File: src/rtl/ddp_ring_admission_ctrl.sv
// Merge-point arbiter for the DDP token ring: admits external packets,
// recirculates internal ones, tracks ring occupancy and supports quiesce.
module ddp_ring_admission_ctrl #(
    parameter int LIMIT      = 48,
    parameter int STARVE_MAX = 8,
    parameter int CNT_W      = 7
) (
    input  logic             CP,
    input  logic             MR,
    input  logic             EX_Send_in,
    input  logic [37:0]      EX_PACKET_IN,
    input  logic             IN_Send_in,
    input  logic [37:0]      IN_PACKET_IN,
    input  logic             Ack_in,
    input  logic             RET_in,
    input  logic             MATCH_in,
    input  logic             COPY_in,
    input  logic             DRAIN_req,
    output logic             Ack_out_EX,
    output logic             Ack_out_IN,
    output logic             Send_out,
    output logic [37:0]      PACKET_OUT,
    output logic [CNT_W-1:0] OCC,
    output logic             FULL,
    output logic             DRAINED,
    output logic             ERR
);

    localparam int SW = $clog2(STARVE_MAX + 1);
    localparam int OW = CNT_W + 2;
    localparam logic [CNT_W-1:0] LIM  = CNT_W'(LIMIT);
    localparam logic [SW-1:0]    SMAX = SW'(STARVE_MAX);

    localparam logic [1:0] RUN   = 2'd0;
    localparam logic [1:0] DRAIN = 2'd1;
    localparam logic [1:0] QUIET = 2'd2;

    logic [1:0]       state_q;
    logic [1:0]       state_d;
    logic [SW-1:0]    starve_q;
    logic             send_q;
    logic [37:0]      pkt_q;
    logic [CNT_W-1:0] occ_q;
    logic [CNT_W-1:0] occ_d;
    logic             full_q;
    logic             err_q;

    logic             buf_free;
    logic             below;
    logic             run;
    logic             ext_ok;
    logic             grant_ex;
    logic             grant_in;
    logic [OW-1:0]    occ_sum;
    logic             under;
    logic             over;

    assign buf_free = !send_q || Ack_in;
    assign below    = occ_q < LIM;
    assign run      = state_q == RUN;
    assign ext_ok   = EX_Send_in && below && run;

    // External overrides internal priority only once it has starved
    assign grant_ex = !MR && buf_free && ext_ok &&
                      (!IN_Send_in || starve_q == SMAX);
    assign grant_in = !MR && buf_free && IN_Send_in && !grant_ex;

    // Two guard bits: top bit flags underflow, next one overflow
    assign occ_sum = {2'b00, occ_q} + OW'(grant_ex) + OW'(COPY_in)
                   - OW'(RET_in) - OW'(MATCH_in);
    assign under   = occ_sum[OW-1];
    assign over    = !occ_sum[OW-1] && occ_sum[OW-2];

    always_comb begin
        occ_d = occ_sum[CNT_W-1:0];
        if (under) occ_d = '0;
        else if (over) occ_d = '1;
    end

    always_comb begin
        state_d = state_q;
        unique case (state_q)
            RUN:   if (DRAIN_req) state_d = DRAIN;
            DRAIN: begin
                if (!DRAIN_req) state_d = RUN;
                else if (occ_q == '0 && !send_q && !IN_Send_in)
                    state_d = QUIET;
            end
            QUIET: if (!DRAIN_req) state_d = RUN;
            default: state_d = RUN;
        endcase
    end

    always_ff @(posedge CP) begin
        if (MR) begin
            send_q   <= 1'b0;
            pkt_q    <= '0;
            occ_q    <= '0;
            full_q   <= 1'b0;
            err_q    <= 1'b0;
            starve_q <= '0;
            state_q  <= RUN;
        end else begin
            if (buf_free) begin
                send_q <= grant_ex || grant_in;
                if (grant_ex) pkt_q <= EX_PACKET_IN;
                else if (grant_in) pkt_q <= IN_PACKET_IN;
            end
            occ_q   <= occ_d;
            full_q  <= occ_d >= LIM;
            err_q   <= err_q || under || over;
            state_q <= state_d;
            // Denials from the limit or drain mode are deliberate
            if (grant_ex || !EX_Send_in) starve_q <= '0;
            else if (below && run && starve_q != SMAX)
                starve_q <= starve_q + SW'(1);
        end
    end

    assign Ack_out_EX = grant_ex;
    assign Ack_out_IN = grant_in;
    assign Send_out   = send_q;
    assign PACKET_OUT = pkt_q;
    assign OCC        = occ_q;
    assign FULL       = full_q;
    assign DRAINED    = state_q == QUIET;
    assign ERR        = err_q;

endmodule
File: config.mk
export PLATFORM = sky130hd
export DESIGN_NAME = ddp_ring_admission_ctrl
export DESIGN_NICKNAME = d
export VERILOG_FILES = /design/src/rtl/ddp_ring_admission_ctrl.sv
export SDC_FILE = /design/constraint.sdc
export NUM_CORES = 1
export LEC_CHECK = 0
export BUFFER_PORTS_ARGS = -buffer_cell sky130_fd_sc_hd__buf_2
export CORE_MARGIN = 2
export CORE_UTILIZATION = 50
export CTS_BUF_LIST = sky130_fd_sc_hd__clkbuf_4 sky130_fd_sc_hd__clkbuf_8
export DETAILED_ROUTE_END_ITERATION = 8
export PLACE_DENSITY_LB_ADDON = 0.12
export SLEW_MARGIN = 20
export SYNTH_ARGS = -nofsm -noshare
export SYNTH_HDL_FRONTEND = slang
export SYNTH_SLANG_ARGS = --single-unit
File: constraint.sdc
create_clock -name CP -period 8.1 [get_ports CP]
set_clock_uncertainty 0.2 [all_clocks]
set_input_delay 0.405 -clock CP [delete_from_list [all_inputs] [get_ports CP]]
set_output_delay 0.405 -clock CP [all_outputs]
set_load 0.05 [all_outputs]
==> impl_results.md <==
* Global-route usage over all layers at 23.4%
* Die height at 78.6 um
* Status: complete, no violations
* Synth unique cells at 43
* Routed WL at 7020 um
* Worst setup margin at 1.98 ns
* First-pass GRT wire length at 11600 um
* Worst EP required at 8.15 ns
* Syn_area_per_cell at 8.36 um2
* Share of layout cells above drive strength 1 at 35.7%
* Post-CTS sizing at 0
* TritonCTS clock tree: built
* Reg2reg path depth at 15
* End of the worst register-to-register path: FULL$_SDFF_PP0_
* Vias per inst at 5.19
* Data arrival, critical path at 6.17 ns
* Final hold violations at 0
* R2R Path Start: OCC[6]$_SDFF_PP0_
* PwrDens at 286 nW/um2
* Vias in the first global route at 2626
* Synth Flop Type: dfxtp_1
* Max Root-Sink Buffers at 2
* CP top delay family: adder cells
* Sw Share at 45.2%
* Post-CTS setup buffers at 0
* CTS clk-pin slew, worst paths at 0.10 ns
* CTS Sinks at 54
* Switching pwr at 0.461 mW
* Finished Cell Area at 3560 um2
* Critical path buffers and inverters at 2
* Pins Over Slew Limit at 0
* Initial antenna violation count at 0
* Mux cell area share after synthesis at 0.764%
* Synth Area in Compound Gates at 22.1%
* Synth Register Bits at 54
* Min Tclk post-route at 6.12 ns
* CP Max Fanout at 40
* Final Util at 65.5%
* Max transition margin at 45.7%
* GPL Wtd Cong at 0.851
* CP max stage cell: inv_2
* Syn Nets at 434
* Ratio of final minimum period to clock period at 75.5%
* Htree depth at 2
* Place WS at 2.04 ns
* Post-DP HPWL at 5220 um
* Die W at 78.6 um
* Worst skew pair latency at 0.30 ns
* IO Port Bufs at 135
* Setup TNS at 0 ns
* Category of the most critical setup path: register to register
* WL per Instance at 13.3 um
* Largest family of logic cells by synthesized area: simple AND/OR/NAND/NOR gates
* Hold Crit Depth at 3
* CP most frequent cell: fa_1
* Slew @ Worst Pin at 0.814 ns
* Final-stage net count at 557
* Synthesized cell area at 2780 um2
* Area grow syn2layout at 27.9%
* R2r setup slk at 1.98 ns
* Placed cell area at 3470 um2
* Sequential element share of the synthesized area at 38.8%
* Hold-critical path endpoint: PACKET_OUT[1]$_SDFFE_PP0P_
* Root Driver: clkbuf_8
* Drt initial violations at 126
* Number of enable flip-flop cells after synthesis at 0
* Internal power at 0.559 mW
* Largest net degree at the start of global routing at 77
* Worst path max stage delay at 0.85 ns
* Synth Area in Adders at 8.00%
* Clock share of power at 15.7%
* RSZ-0062 raised after global routing: no
* Hold Buf Count CTS at 0
* Worst setup SP type: register
* Fmax at 0.163 GHz
* Combinational share of power at 51.4%
* Leakage at 1.69 nW
* Worst setup EP type: register
* CTS Buf Count at 5
* Crit. Startpoint: OCC[6]$_SDFF_PP0_
* Ant diodes at 0
* Syn Inst Count at 333
* Synth Area in XOR/XNOR at 1.89%
* Die ar. at 6180 um2
* DRT antenna net count at 0
* Endpoints failing setup at 0
* Starting Density at 51.2%
* Post-synth ARST share at 0%
* Crit-path cells: inv_1, ha_1, a2111oi_4, a21boi_2, nand3_2, inv_2, fa_1, fa_1, ha_1, fa_1, nand2b_1, a211oi_1, mux2_2, nor2_1, o31a_1
* # DRC at 0
* Grt total ovfl at 0
* Peak supply drop at 0.000164 V
* Filler cells at 474
* I/O pin cnt at 136
* Min-delay src: EX_PACKET_IN[1]
* Reg power frac at 33.0%
* First-pass DRT Iterations at 6
* Synth Warn # at 0
* Overall via count from detail_route at 2743
* Post-synthesis simple-gate area fraction at 22.2%
* Max Cap Violations at 0
* Core area at 5440 um2
* Hold crit path type: input pin to register
* Rows at 27
final cells by class:
cell class | instances | area [um2] | area share (%)
clock buffers | 7 | 90.1 | 2.53
clock inverters | 1 | 5.00 | 0.141
inverters | 18 | 67.6 | 1.90
multi-input cells | 240 | 1540 | 43.1
flip-flops and latches | 54 | 1080 | 30.4
well taps | 72 | 90.1 | 2.53
repair buffers | 137 | 691 | 19.4
synthesized netlist by cell type (2+ instances only):
| library cell | instances | area (um2) |
|---|---|---|
| nor2_1 | 48 | 180 |
| nand2_1 | 80 | 300 |
| xor2_1 | 4 | 35.0 |
| a311oi_1 | 28 | 245 |
| xnor2_1 | 2 | 17.5 |
| nand3b_1 | 2 | 15.0 |
| ha_1 | 13 | 163 |
| a21oi_1 | 12 | 60.1 |
| nand2b_1 | 2 | 12.5 |
| nand3_1 | 2 | 10.0 |
| nor4b_1 | 2 | 17.5 |
| buf_4 | 3 | 22.5 |
| or2_2 | 2 | 12.5 |
| o21a_1 | 7 | 52.6 |
| dfxtp_1 | 54 | 1080 |
| a311oi_2 | 10 | 150 |
| fa_1 | 3 | 60.1 |
| buf_2 | 6 | 30.0 |
| clkbuf_1 | 11 | 41.3 |
| inv_1 | 17 | 63.8 |
| nor3_1 | 3 | 15.0 |
sequential cells by signal (all words and copies together), names as in the netlist:
register / count
PACKET_OUT: 38
OCC: 7
starve_q: 4
state_q: 2
ERR: 1
FULL: 1
Send_out: 1
layout by cell type (no fill, tap or decap), types with 4 or more instances in the layout:
master and instances:
ha_1 13, o21a_1 7, nor2_1 48, a21oi_1 12
buf_2 135, a311oi_1 28, clkbuf_8 6, dfxtp_1 54
inv_1 17, nand2_1 80, a311oi_2 10, xor2_1 4
power by group through the flow:
stage                     combinational (mW)  sequential [mW]  clock [mW]
final                                  0.524            0.336       0.160
after global routing                   0.572            0.342       0.172
after CTS                              0.525            0.336       0.161
after detailed placement               0.523            0.342           0
after global placement                 0.516            0.341           0
after floorplan                        0.275            0.469           0
logic make-up (layout without fill, tap and decap cells):
| logic type | count (synthesis) | count (layout) |
|---|---|---|
| AND/OR/NAND/NOR | 148 | 148 |
| AO/OA/AOI/OAI | 68 | 68 |
| flip-flops | 54 | 54 |
| buffers and inverters | 39 | 163 |
| adder cells (fa/ha/maj) | 16 | 16 |
| XOR/XNOR | 6 | 6 |
| multiplexers | 2 | 2 |
tightest hold or removal path, cell delays in order:
cell      delay [ns]
buf_2           0.09
nand2_1         0.05
a311oi_1        0.07
routing by layer:
layer / global-route usage, % / vias to the layer above / part of all wire [%] / wire [um]
met3: 5.40 / 15 / 6.3 / 440
met1: 28.5 / 1247 / 43 / 3000
met2: 40.2 / 84 / 49 / 3430
met5: 0 / - / 0 / 0
met4: 8.60 / 0 / 2.1 / 147
li1: - / 1397 / - / -
how the worst max path moves through the flow:
stage | to | slack [ns] | cells past startpoint
4_1_cts | FULL$_SDFF_PP0_ | 2.02 | 15
2_1_floorplan | OCC[3]$_SDFF_PP0_ | 3.02 | 16
5_1_grt | FULL$_SDFF_PP0_ | 1.52 | 15
6_report | FULL$_SDFF_PP0_ | 1.98 | 15
3_5_place_dp | FULL$_SDFF_PP0_ | 2.04 | 15
3_3_place_gp | FULL$_SDFF_PP0_ | 2.17 | 15
stage by stage:
| stage | instances | total power [mW] | hold slack (ns) |
|---|---|---|---|
| finish | 529 | 1.02 | 0.151 |
| global route | 529 | 1.09 | 0.154 |
| CTS | 529 | 1.02 | 0.144 |
| detailed placement | 521 | 0.865 | 0.288 |
| global placement | 521 | 0.857 | 0.283 |
| floorplan | 333 | 0.744 | 0.266 |
(Power assumes the default switching activity.)
